**src/rtl/cla_pkg.sv**
```systemverilog
// Shared types and constants for the nibble-serial carry-lookahead adder.
package cla_pkg;
  typedef enum logic [1:0] {IDLE, RUN, DONE} state_t;

  localparam int NIBBLE_W = 4;

  function automatic int nib_count(input int width);
    return width / NIBBLE_W;
  endfunction
endpackage

```
**src/rtl/cla4_slice.sv**
```systemverilog
// 4-bit carry-lookahead slice; every carry is a flat sum-of-products of g/p/cin.
module cla4_slice (
  input  logic [3:0] a,
  input  logic [3:0] b,
  input  logic       cin,
  output logic [3:0] s,
  output logic       co
);
  logic [3:0] g, p;
  logic       c1, c2, c3;

  assign g = a & b;
  assign p = a ^ b;

  assign c1 = g[0] | (p[0] & cin);
  assign c2 = g[1] | (p[1] & g[0]) | (p[1] & p[0] & cin);
  assign c3 = g[2] | (p[2] & g[1]) | (p[2] & p[1] & g[0]) | (p[2] & p[1] & p[0] & cin);
  assign co = g[3] | (p[3] & g[2]) | (p[3] & p[2] & g[1]) | (p[3] & p[2] & p[1] & g[0])
            | (p[3] & p[2] & p[1] & p[0] & cin);

  assign s = p ^ {c3, c2, c1, cin};
endmodule

```
**src/rtl/cla_nibble_sequencer.sv**
```systemverilog
// Wide adder that reuses one 4-bit CLA slice, one nibble per cycle, LSB first,
// with valid/ready handshakes on operands and result.
module cla_nibble_sequencer
  import cla_pkg::*;
#(
  parameter int WIDTH = 16
) (
  input  logic             clk,
  input  logic             rst,
  input  logic             abort,
  input  logic             in_valid,
  output logic             in_ready,
  input  logic [WIDTH-1:0] a,
  input  logic [WIDTH-1:0] b,
  input  logic             cin,
  output logic             out_valid,
  input  logic             out_ready,
  output logic [WIDTH-1:0] sum,
  output logic             cout,
  output logic             overflow,
  output logic             busy
);
  localparam int NIB  = nib_count(WIDTH);
  localparam int IDXW = (NIB > 1) ? $clog2(NIB) : 1;

  state_t           state;
  logic [WIDTH-1:0] a_sh, b_sh, sum_q;
  logic [IDXW-1:0]  idx;
  logic             carry_reg, a_msb, b_msb;
  logic [3:0]       s_nib;
  logic             s_co;

  cla4_slice u_slice (
    .a  (a_sh[NIBBLE_W-1:0]),
    .b  (b_sh[NIBBLE_W-1:0]),
    .cin(carry_reg),
    .s  (s_nib),
    .co (s_co)
  );

  always_ff @(posedge clk) begin
    if (rst) begin
      state     <= IDLE;
      a_sh      <= '0;
      b_sh      <= '0;
      sum_q     <= '0;
      idx       <= '0;
      carry_reg <= 1'b0;
      a_msb     <= 1'b0;
      b_msb     <= 1'b0;
    end else begin
      case (state)
        IDLE: if (in_valid && !abort) begin
          state     <= RUN;
          a_sh      <= a;
          b_sh      <= b;
          carry_reg <= cin;
          idx       <= '0;
          a_msb     <= a[WIDTH-1];
          b_msb     <= b[WIDTH-1];
        end
        RUN: if (abort) begin
          state <= IDLE;
        end else begin
          // Write only the nibble currently in the slice; the rest of sum holds.
          for (int i = 0; i < NIB; i++)
            if (idx == IDXW'(i)) sum_q[i*NIBBLE_W +: NIBBLE_W] <= s_nib;
          carry_reg <= s_co;
          a_sh      <= a_sh >> NIBBLE_W;
          b_sh      <= b_sh >> NIBBLE_W;
          idx       <= idx + 1'b1;
          if (idx == IDXW'(NIB - 1)) state <= DONE;
        end
        DONE: if (abort || out_ready) state <= IDLE;
        default: state <= IDLE;
      endcase
    end
  end

  assign in_ready  = (state == IDLE);
  assign out_valid = (state == DONE);
  assign busy      = (state != IDLE);
  assign sum       = sum_q;
  assign cout      = carry_reg;
  assign overflow  = (state == DONE) && (a_msb == b_msb) && (sum_q[WIDTH-1] != a_msb);
endmodule

```
**config.mk**
```make
export PLATFORM = sky130hd
export DESIGN_NAME = cla_nibble_sequencer
export DESIGN_NICKNAME = d
export VERILOG_FILES = /design/src/rtl/cla_pkg.sv /design/src/rtl/cla4_slice.sv /design/src/rtl/cla_nibble_sequencer.sv
export SDC_FILE = /design/constraint.sdc
export NUM_CORES = 1
export LEC_CHECK = 0
export CAP_MARGIN = 0
export CORE_MARGIN = 3
export CORE_UTILIZATION = 46
export CTS_BUF_LIST = sky130_fd_sc_hd__clkbuf_8 sky130_fd_sc_hd__clkbuf_16
export DETAILED_ROUTE_END_ITERATION = 8
export PLACE_DENSITY = 0.75
export SYNTH_ARGS = -nofsm -noshare
export SYNTH_HDL_FRONTEND = slang
export SYNTH_HIERARCHICAL = 1
export SYNTH_SLANG_ARGS = --single-unit
```
**constraint.sdc**
```tcl
create_clock -name clk -period 1.75 [get_ports clk]
set_clock_uncertainty 0.2 [all_clocks]
set_input_delay 0.4375 -clock clk [delete_from_list [all_inputs] [get_ports clk]]
set_output_delay 0.4375 -clock clk [all_outputs]
set_load 0.01 [all_outputs]
```
==> metrics.md, run 1 <==
| Metric | Value |
|---|---|
| Final count of hold timing violations | `0` |
| Layout Cells excl Fill | `410` |
| Vias in the first global route | `2125` |
| Hold depth | `2` |
| Worst R2R Setup Slack | `0.04 ns` |
| GRT Util Overall | `17.53%` |
| Core ar. | `5675 um2` |
| Total wire length | `6131 um` |
| Root buffer cell | `clkbuf_8` |
| Clock Tree Buf Depth | `2` |
| Largest net degree at the start of global routing | `31` |
| Area grow syn2layout | `33.81%` |
| Leak | `0.001406 uW` |
| Rows | `27` |
| Hold Crit Class | `reg2reg` |
| CP Max Fanout | `2` |
| Arr. time, crit path | `1.08 ns` |
| Share of cells above drive strength 1 | `32.84%` |
| Number of synthesized flops with an enable pin | `0` |
| Critical R2R Launch | `a_sh[0]$_SDFFE_PP0P_` |
| Worst Setup Path Type | `reg2out` |
| CTS tree | `yes` |
| Finish-stage setup viols | `0` |
| Clk Latency, worst-skew pair | `0.31 ns` |
| CP Capture Type | `primary output` |
| DRC viols | `0` |
| Diode count | `0` |
| Adder-Cell Fraction of Synth Area | `4.322%` |
| H-tree depth | `2` |
| Initial drt markers | `88` |
| Sequential area share after synthesis | `39.62%` |
| Post CTS Setup Buffer Count | `0` |
| Proportion of netlist area held by the largest area contributor | `39.62%` |
| Total die area | `7010 um2` |
| Synth Register Bits | `55` |
| Final core utilization | `65.52%` |
| Final max-slew violation count | `0` |
| Post-Syn Nets | `314` |
| Pre-Repair DR Iteration Count | `4` |
| Status | `finished clean` |
| IO Count | `59` |
| Synth Area in Simple Gates | `9.410%` |
| Final period util | `98.23%` |
| R2R depth | `7` |
| Gpl congestion | `0.7980` |
| Maximum vdd drop | `0.4803 mV` |
| GRT overflow | `0` |
| Nets | `384` |
| First-pass GRT wire length | `10250 um` |
| Worst slew margin | `73.60%` |
| CTS buffer count | `5` |
| RSZ-0062 raised after global routing | `true` |
| Compound-Gate Fraction of Synth Area | `23.28%` |
| WP data required | `1.11 ns` |
| Yosys top cell by area | `dfxtp_1` |
| # Max-Cap Violations | `0` |
| Synth Area in XOR/XNOR | `0.9455%` |
| PD cells | `704.1 nW/um2` |
| Placed cell area | `3565 um2` |
| Largest family of logic cells by synthesized area | `compound AO/OA/AOI/OAI gates` |
| Number of routed nets with antenna violations | `0` |
| Worst-margin pin slew | `0.3932 ns` |
| DP Cell Count | `402` |
| Post-CTS Hold Buffers | `0` |
| Mux cell area share after synthesis | `15.13%` |
| Clk sinks | `55` |
| DP HPWL | `4381 um` |
| Worst Hold End | `b_sh[13]$_SDFFE_PP0P_` |
| DIE WIDTH | `83.73 um` |
| Drt via density | `5.276` |
| Ys flop type | `dfxtp_1` |
| PortBufs | `58` |
| Syn avg cell area | `10.41 um2` |
| Minimum clock period | `1.719 ns` |
| Critical Path Source Type | `flop` |
| Yosys warning count | `6` |
| Die H | `83.73 um` |
| Final Cell Area | `3719 um2` |
| Clock Pin Slew Worst Setup and Hold Paths | `0.10 ns` |
| WL/cell | `14.95 um` |
| Final setup TNS | `0 ns` |
| Number of cells produced by synthesis | `267` |
| Worst hold start | `b_sh[13]$_SDFFE_PP0P_` |
| Distinct cells, synth | `36` |
| Reg2reg end | `sum[5]$_SDFFE_PP0P_` |
| Initial antenna violation count | `0` |
| Cell area after synthesis | `2779 um2` |
| Starting Density | `48.96%` |
| Ys async rst share | `0%` |
| Fmax | `581.7 MHz` |
| Synth area leaders | `dfxtp_1 40%, mux2i_1 15%, a211oi_2 9.0%` |
| Vias | `2163` |
[where the power goes]
part / internal (uW) / switching (uW)
clock network: 287 / 439
logic: 278 / 256
registers: 1310 / 44.5
total: 1880 / 740
[cells in the mapped netlist, types with 2 or more instances]
cell type and number:
dfxtp_1 55, ha_1 8, o21ai_1 7, clkbuf_1 5, xnor2_1 2, a21oi_2 20
inv_1 8, a21o_1 3, mux2i_1 42, buf_6 8, buf_4 2, buf_2 8
nor4bb_1 4, nor2_4 2, nor2_1 20, nand2b_1 2, a211oi_1 5, a21oi_1 19
a211oi_2 20, o21ai_0 3, nand2_1 9
[cell type report]
class,instances,area [um2]
Clock buffer,5,68.82
Clock inverter,3,23.77
Fill cell,479,1957
Inverter,8,30.03
Multi-Input combinational cell,179,1555
Sequential cell,55,1114
Tap cell,72,90.09
Timing Repair Buffer,88,837.1
[how the worst max path moves through the flow]
stage / endpoint / startpoint / slack, ns
5_1_grt: sum[5]$_SDFFE_PP0P_ / a_sh[0]$_SDFFE_PP0P_ / -0.05
6_report: overflow / state[1]$_SDFFE_PP0P_ / 0.03
2_1_floorplan: cout$_SDFFE_PP0P_ / a_sh[0]$_SDFFE_PP0P_ / 0.01
3_5_place_dp: a_msb$_SDFFE_PP0P_ / abort / -0.35
3_3_place_gp: a_msb$_SDFFE_PP0P_ / abort / -0.32
4_1_cts: sum[7]$_SDFFE_PP0P_ / a_sh[2]$_SDFFE_PP0P_ / 0.007
[repair_timing]
item | in CTS | in global routing
endpoints found under the setup margin | 38 | 25
gates resized for setup | 50 | 11
pin swaps | 4 | 5
[flip-flops by register name, summed over array words and instances, names as in the netlist]
name / flops
a_msb: 1
a_sh: 16
b_msb: 1
b_sh: 16
cout: 1
idx: 2
state: 2
sum: 16
[through the flow]
| step | total power [uW] | hold slack (ns) | setup WS (ns) |
|---|---|---|---|
| 2_1_floorplan | 1689 | 0.2492 | 0.01328 |
| 5_1_grt | 2734 | 0.3016 | -0.04937 |
| 4_1_cts | 2623 | 0.2810 | 0.007256 |
| 3_5_place_dp | 1900 | 0.2687 | -0.3464 |
| 3_3_place_gp | 1893 | 0.2631 | -0.3202 |
| 6_report | 2618 | 0.2788 | 0.03103 |
[kinds of logic (layout without fill, tap and decap cells)]
group,after synthesis,count (layout)
and+or+nand+nor,46,46
muxes,42,42
xor gates and xnor gates,3,3
adders and majority gates,9,9
DFF,55,55
buffers and inverters,33,104
AOI/OAI and AO/OA,79,79
[routing by layer]
metal	GRT usage, %	wire [um]	share of wire [%]	vias to the layer above
met5	0	0	0	-
met4	3.509	60	0.98	0
met3	3.949	285	4.6	6
met2	28.42	2947	48	59
met1	23.98	2838	46	1008
li1	-	-	-	1090
[cells in the final DEF, fill, tap and decap left out, types with 2 or more instances in the layout]
master           Yosys  routed
a211oi_1             5       5
a211oi_2            20      20
a21o_1               3       3
a21oi_1             19      19
a21oi_2             20      20
buf_12               0       6
buf_2                8       5
buf_4                2      23
clkbuf_8             0       5
clkdlybuf4s50_1      0      35
clkinvlp_4           0       2
dfxtp_1             55      45
dfxtp_2              0      10
dlygate4sd2_1        0      18
ha_1                 8       6
ha_4                 0       2
inv_1                8       6
inv_2                0       2
mux2i_1             42      41
nand2_1              9       9
nand2b_1             2       2
nor2_1              20      18
nor2_2               1       2
nor2_4               2       3
nor4bb_2             0       2
o21ai_0              3       3
o21ai_1              7       7
xnor2_1              2       2
[worst max-delay path: stages (launching register included)]
cell	delay [ns]
dfxtp_2	0.34
nor2b_2	0.15
a21boi_2	0.15
buf_2	0.13
No activity file was read; power rests on OpenSTA's default activity.
==> inputs of run 2 (changes only) <==
CORE_MARGIN = 2   (was 3)
CORE_UTILIZATION = 51   (was 46)
HOLD_SLACK_MARGIN = 0.15   (was default)
PLACE_DENSITY = 0.79   (was 0.75)
clock period = 1.6 ns   (was 1.75 ns; I/O delays follow)
==> run 2 against run 1 <==
Net effect: the flow now finishes with violations (setup timing); power is 15% higher; global-route usage is 4.5 points higher; clock power is 5.5% higher; largest cell class unchanged; routed wire length is 23% higher; cell count is 2.4% higher; critical path type is now reg2reg; sequential share of layout area is 3.5 points lower; critical endpoint is now a_sh[10]$_SDFFE_PP0P_; via count is 7.7% higher; hold slack worse by 0.022 ns.
==> metrics.md, run 2 (synthesized netlist as in run 1, its figures left out) <==
| Metric | Value |
|---|---|
| Diode count | `0 (unchanged)` |
| Clk Latency, worst-skew pair | `0.31 ns (about the same)` |
| CP Capture Type | `flop (was primary output)` |
| Worst Setup Path Type | `reg2reg (was reg2out)` |
| Worst slew margin | `77.13% (was 73.60%)` |
| CP Max Fanout | `7 (was 2)` |
| Setup ws final | `-0.2138 ns (was 0.03103 ns)` |
| Hold depth | `2 (unchanged)` |
| Clock Pin Slew Worst Setup and Hold Paths | `0.10 ns (about the same)` |
| Initial drt markers | `135 (was 88)` |
| R2R depth | `7 (unchanged)` |
| Pre-Repair DR Iteration Count | `4 (unchanged)` |
| WP data required | `1.62 ns (was 1.11 ns)` |
| Critical Path Source Type | `flop (unchanged)` |
| Failing checks | `setup timing` |
| Post-CTS Hold Buffers | `0 (unchanged)` |
| RSZ-0062 raised after global routing | `true (unchanged)` |
| Largest net degree at the start of global routing | `33 (was 31)` |
| Vias | `2330 (was 2163)` |
| Final count of hold timing violations | `0 (unchanged)` |
| # Max-Cap Violations | `0 (unchanged)` |
| Most frequent cells in the layout | `45 x dfxtp_1, 42 x mux2i_1, 35 x clkdlybuf4s50_1 (was 45 x dfxtp_1, 41 x mux2i_1, 35 x clkdlybuf4s50_1)` |
| Share of cells above drive strength 1 | `43.71% (was 32.84%)` |
| WL/cell | `17.98 um (was 14.95 um)` |
| Combinational share of power | `25.2% (was 20.4%)` |
| Final period util | `113.4%` |
| Vias in the first global route | `2123 (was 2125)` |
| Fin Hold WS | `0.2571 ns (was 0.2788 ns)` |
| CTS tree | `yes (unchanged)` |
| Fmax | `551.3 MHz` |
| Clk sinks | `55 (unchanged)` |
| Reg2reg end | `a_sh[10]$_SDFFE_PP0P_ (was sum[5]$_SDFFE_PP0P_)` |
| Core ar. | `5172 um2 (was 5675 um2)` |
| Starting Density | `53.73% (was 48.96%)` |
| Switching share of power | `29.64% (was 28.25%)` |
| Seq pwr share | `49.5% (was 51.8%)` |
| PD cells | `714.0 nW/um2 (was 704.1 nW/um2)` |
| H-tree depth | `2 (unchanged)` |
| Crit path from | `state[1]$_SDFFE_PP0P_ (unchanged)` |
| DIE WIDTH | `77.82 um (was 83.73 um)` |
| IO Count | `59 (unchanged)` |
| Root buffer cell | `clkbuf_8 (unchanged)` |
| Clock Power Share | `25.3% (was 27.7%)` |
| Hold Crit Class | `in2reg (was reg2reg)` |
| Worst R2R Setup Slack | `-0.21 ns (was 0.04 ns)` |
| DRC viols | `0 (unchanged)` |
| Status | `finished with violations (was finished clean)` |
| Minimum clock period | `1.814 ns` |
| Internal power | `2126 uW (was 1878 uW)` |
| Total die area | `6055 um2 (was 7010 um2)` |
| Initial antenna violation count | `0 (unchanged)` |
| Finish-stage setup viols | `52 (was 0)` |
| Gpl congestion | `0.7737 (was 0.7980)` |
| Drt via density | `5.548 (was 5.276)` |
| Total wire length | `7550 um (was 6131 um)` |
| Worst-margin pin slew | `0.3431 ns (was 0.3932 ns)` |
| Final Cell Area | `4232 um2 (was 3719 um2)` |
| Fill count | `293 (was 479)` |
| Die H | `77.82 um (was 83.73 um)` |
| Final setup TNS | `-3.685 ns (was 0 ns)` |
| Critical R2R Launch | `state[1]$_SDFFE_PP0P_ (was a_sh[0]$_SDFFE_PP0P_)` |
| Arr. time, crit path | `1.83 ns (was 1.08 ns)` |
| CTS buffer count | `5 (unchanged)` |
| Final core utilization | `81.81% (was 65.52%)` |
| Final max-slew violation count | `0 (unchanged)` |
| Placement Setup Slack | `-0.4802 ns (was -0.3464 ns)` |
| Maximum vdd drop | `0.4301 mV (was 0.4803 mV)` |
| Worst Hold End | `b_sh[13]$_SDFFE_PP0P_ (unchanged)` |
| Psw | `895.4 uW (was 739.7 uW)` |
| Area of the multi-input gates | `1859 um2 (was 1555 um2)` |
| First-pass GRT wire length | `10490 um (was 10250 um)` |
| Storage cell area | `1121 um2 (was 1114 um2)` |
| Number of routed nets with antenna violations | `0 (unchanged)` |
| Nets | `396 (was 384)` |
| PortBufs | `58 (unchanged)` |
| Leak | `0.001584 uW (was 0.001406 uW)` |
| Commonest non-fill, non-tap cell in the layout | `dfxtp_1 (unchanged)` |
| Placed cell area | `3595 um2 (was 3565 um2)` |
| Clock Tree Buf Depth | `2 (unchanged)` |
| GRT overflow | `0 (unchanged)` |
| DP HPWL | `4343 um (was 4381 um)` |
| GRT Util Overall | `21.99% (was 17.53%)` |
| Worst hold start | `rst (was b_sh[13]$_SDFFE_PP0P_)` |
| Rows | `26 (was 27)` |
| Area grow syn2layout | `52.27% (was 33.81%)` |
[run 2: cell types whose count changed in the layout (fill, tap and decap cells not counted), moves of 4 or more]
cell and change:
nand2_2 +4, buf_6 +11, nand2_1 -6, a21oi_1 -12, a21oi_2 -9, a21oi_4 +21
[run 2: worst max-delay path by stage]
stage                                  to  slack [ns]  depth (start not counted)
floorplan               cout$_SDFFE_PP0P_       -0.04                          6
global placement       a_msb$_SDFFE_PP0P_       -0.45                          6
detailed placement     a_msb$_SDFFE_PP0P_       -0.48                          6
CTS                   sum[3]$_SDFFE_PP0P_       -0.12                          6
global route          sum[7]$_SDFFE_PP0P_       -0.24                          6
finish              a_sh[10]$_SDFFE_PP0P_       -0.21                          7
[run 2: final cells by class]
cell class / instances / share of cell area, %
clock inverter: 3 / 0.3844
sequential: 55 / 26.49
clock buffer: 5 / 1.626
timing repair buffer: 100 / 24.78
inverter: 8 / 0.7096
tap: 70 / 2.070
multi-input combinational: 179 / 43.94
[run 2: power by group through the flow]
stage               sequential, uW  clock, uW  combinational, uW
floorplan                     1500          0                351
global placement              1510          0                570
detailed placement            1510          0                580
CTS                           1480        776                621
global route                  1500        834                806
finish                        1500        766                761
[run 2: through the flow]
| stage | instances | power [uW] |
|---|---|---|
| global placement | 402 | 2079 |
| global route | 420 | 3142 |
| floorplan | 267 | 1853 |
| detailed placement | 402 | 2091 |
| finish | 420 | 3021 |
| CTS | 412 | 2880 |
[run 2: routing by layer]
metal | routed length, um | GRT usage [%] | vias up | share of wire (%)
li1 | - | - | 1116 | -
met1 | 3373 | 29.53 | 1137 | 45
met2 | 3734 | 35.26 | 62 | 49
met3 | 255 | 4.070 | 15 | 3.4
met4 | 187 | 7.857 | 0 | 2.5
met5 | 0 | 0 | - | 0
[run 2: critical path, stage by stage (launching register included)]
cell and delay (ns):
dfxtp_2 0.34, buf_6 0.12, buf_12 0.14, buf_12 0.12
nor2_4 0.27, clkbuf_16 0.23, a21oi_2 0.06, a211oi_1 0.23
[run 2: repair_timing]
action / CTS / global route
resized for setup: 68 / 75
pin swaps: 7 / 45
cloned: 0 / 4
buffers inserted: 2 / 4
endpoints found under the setup margin: 74 / 53
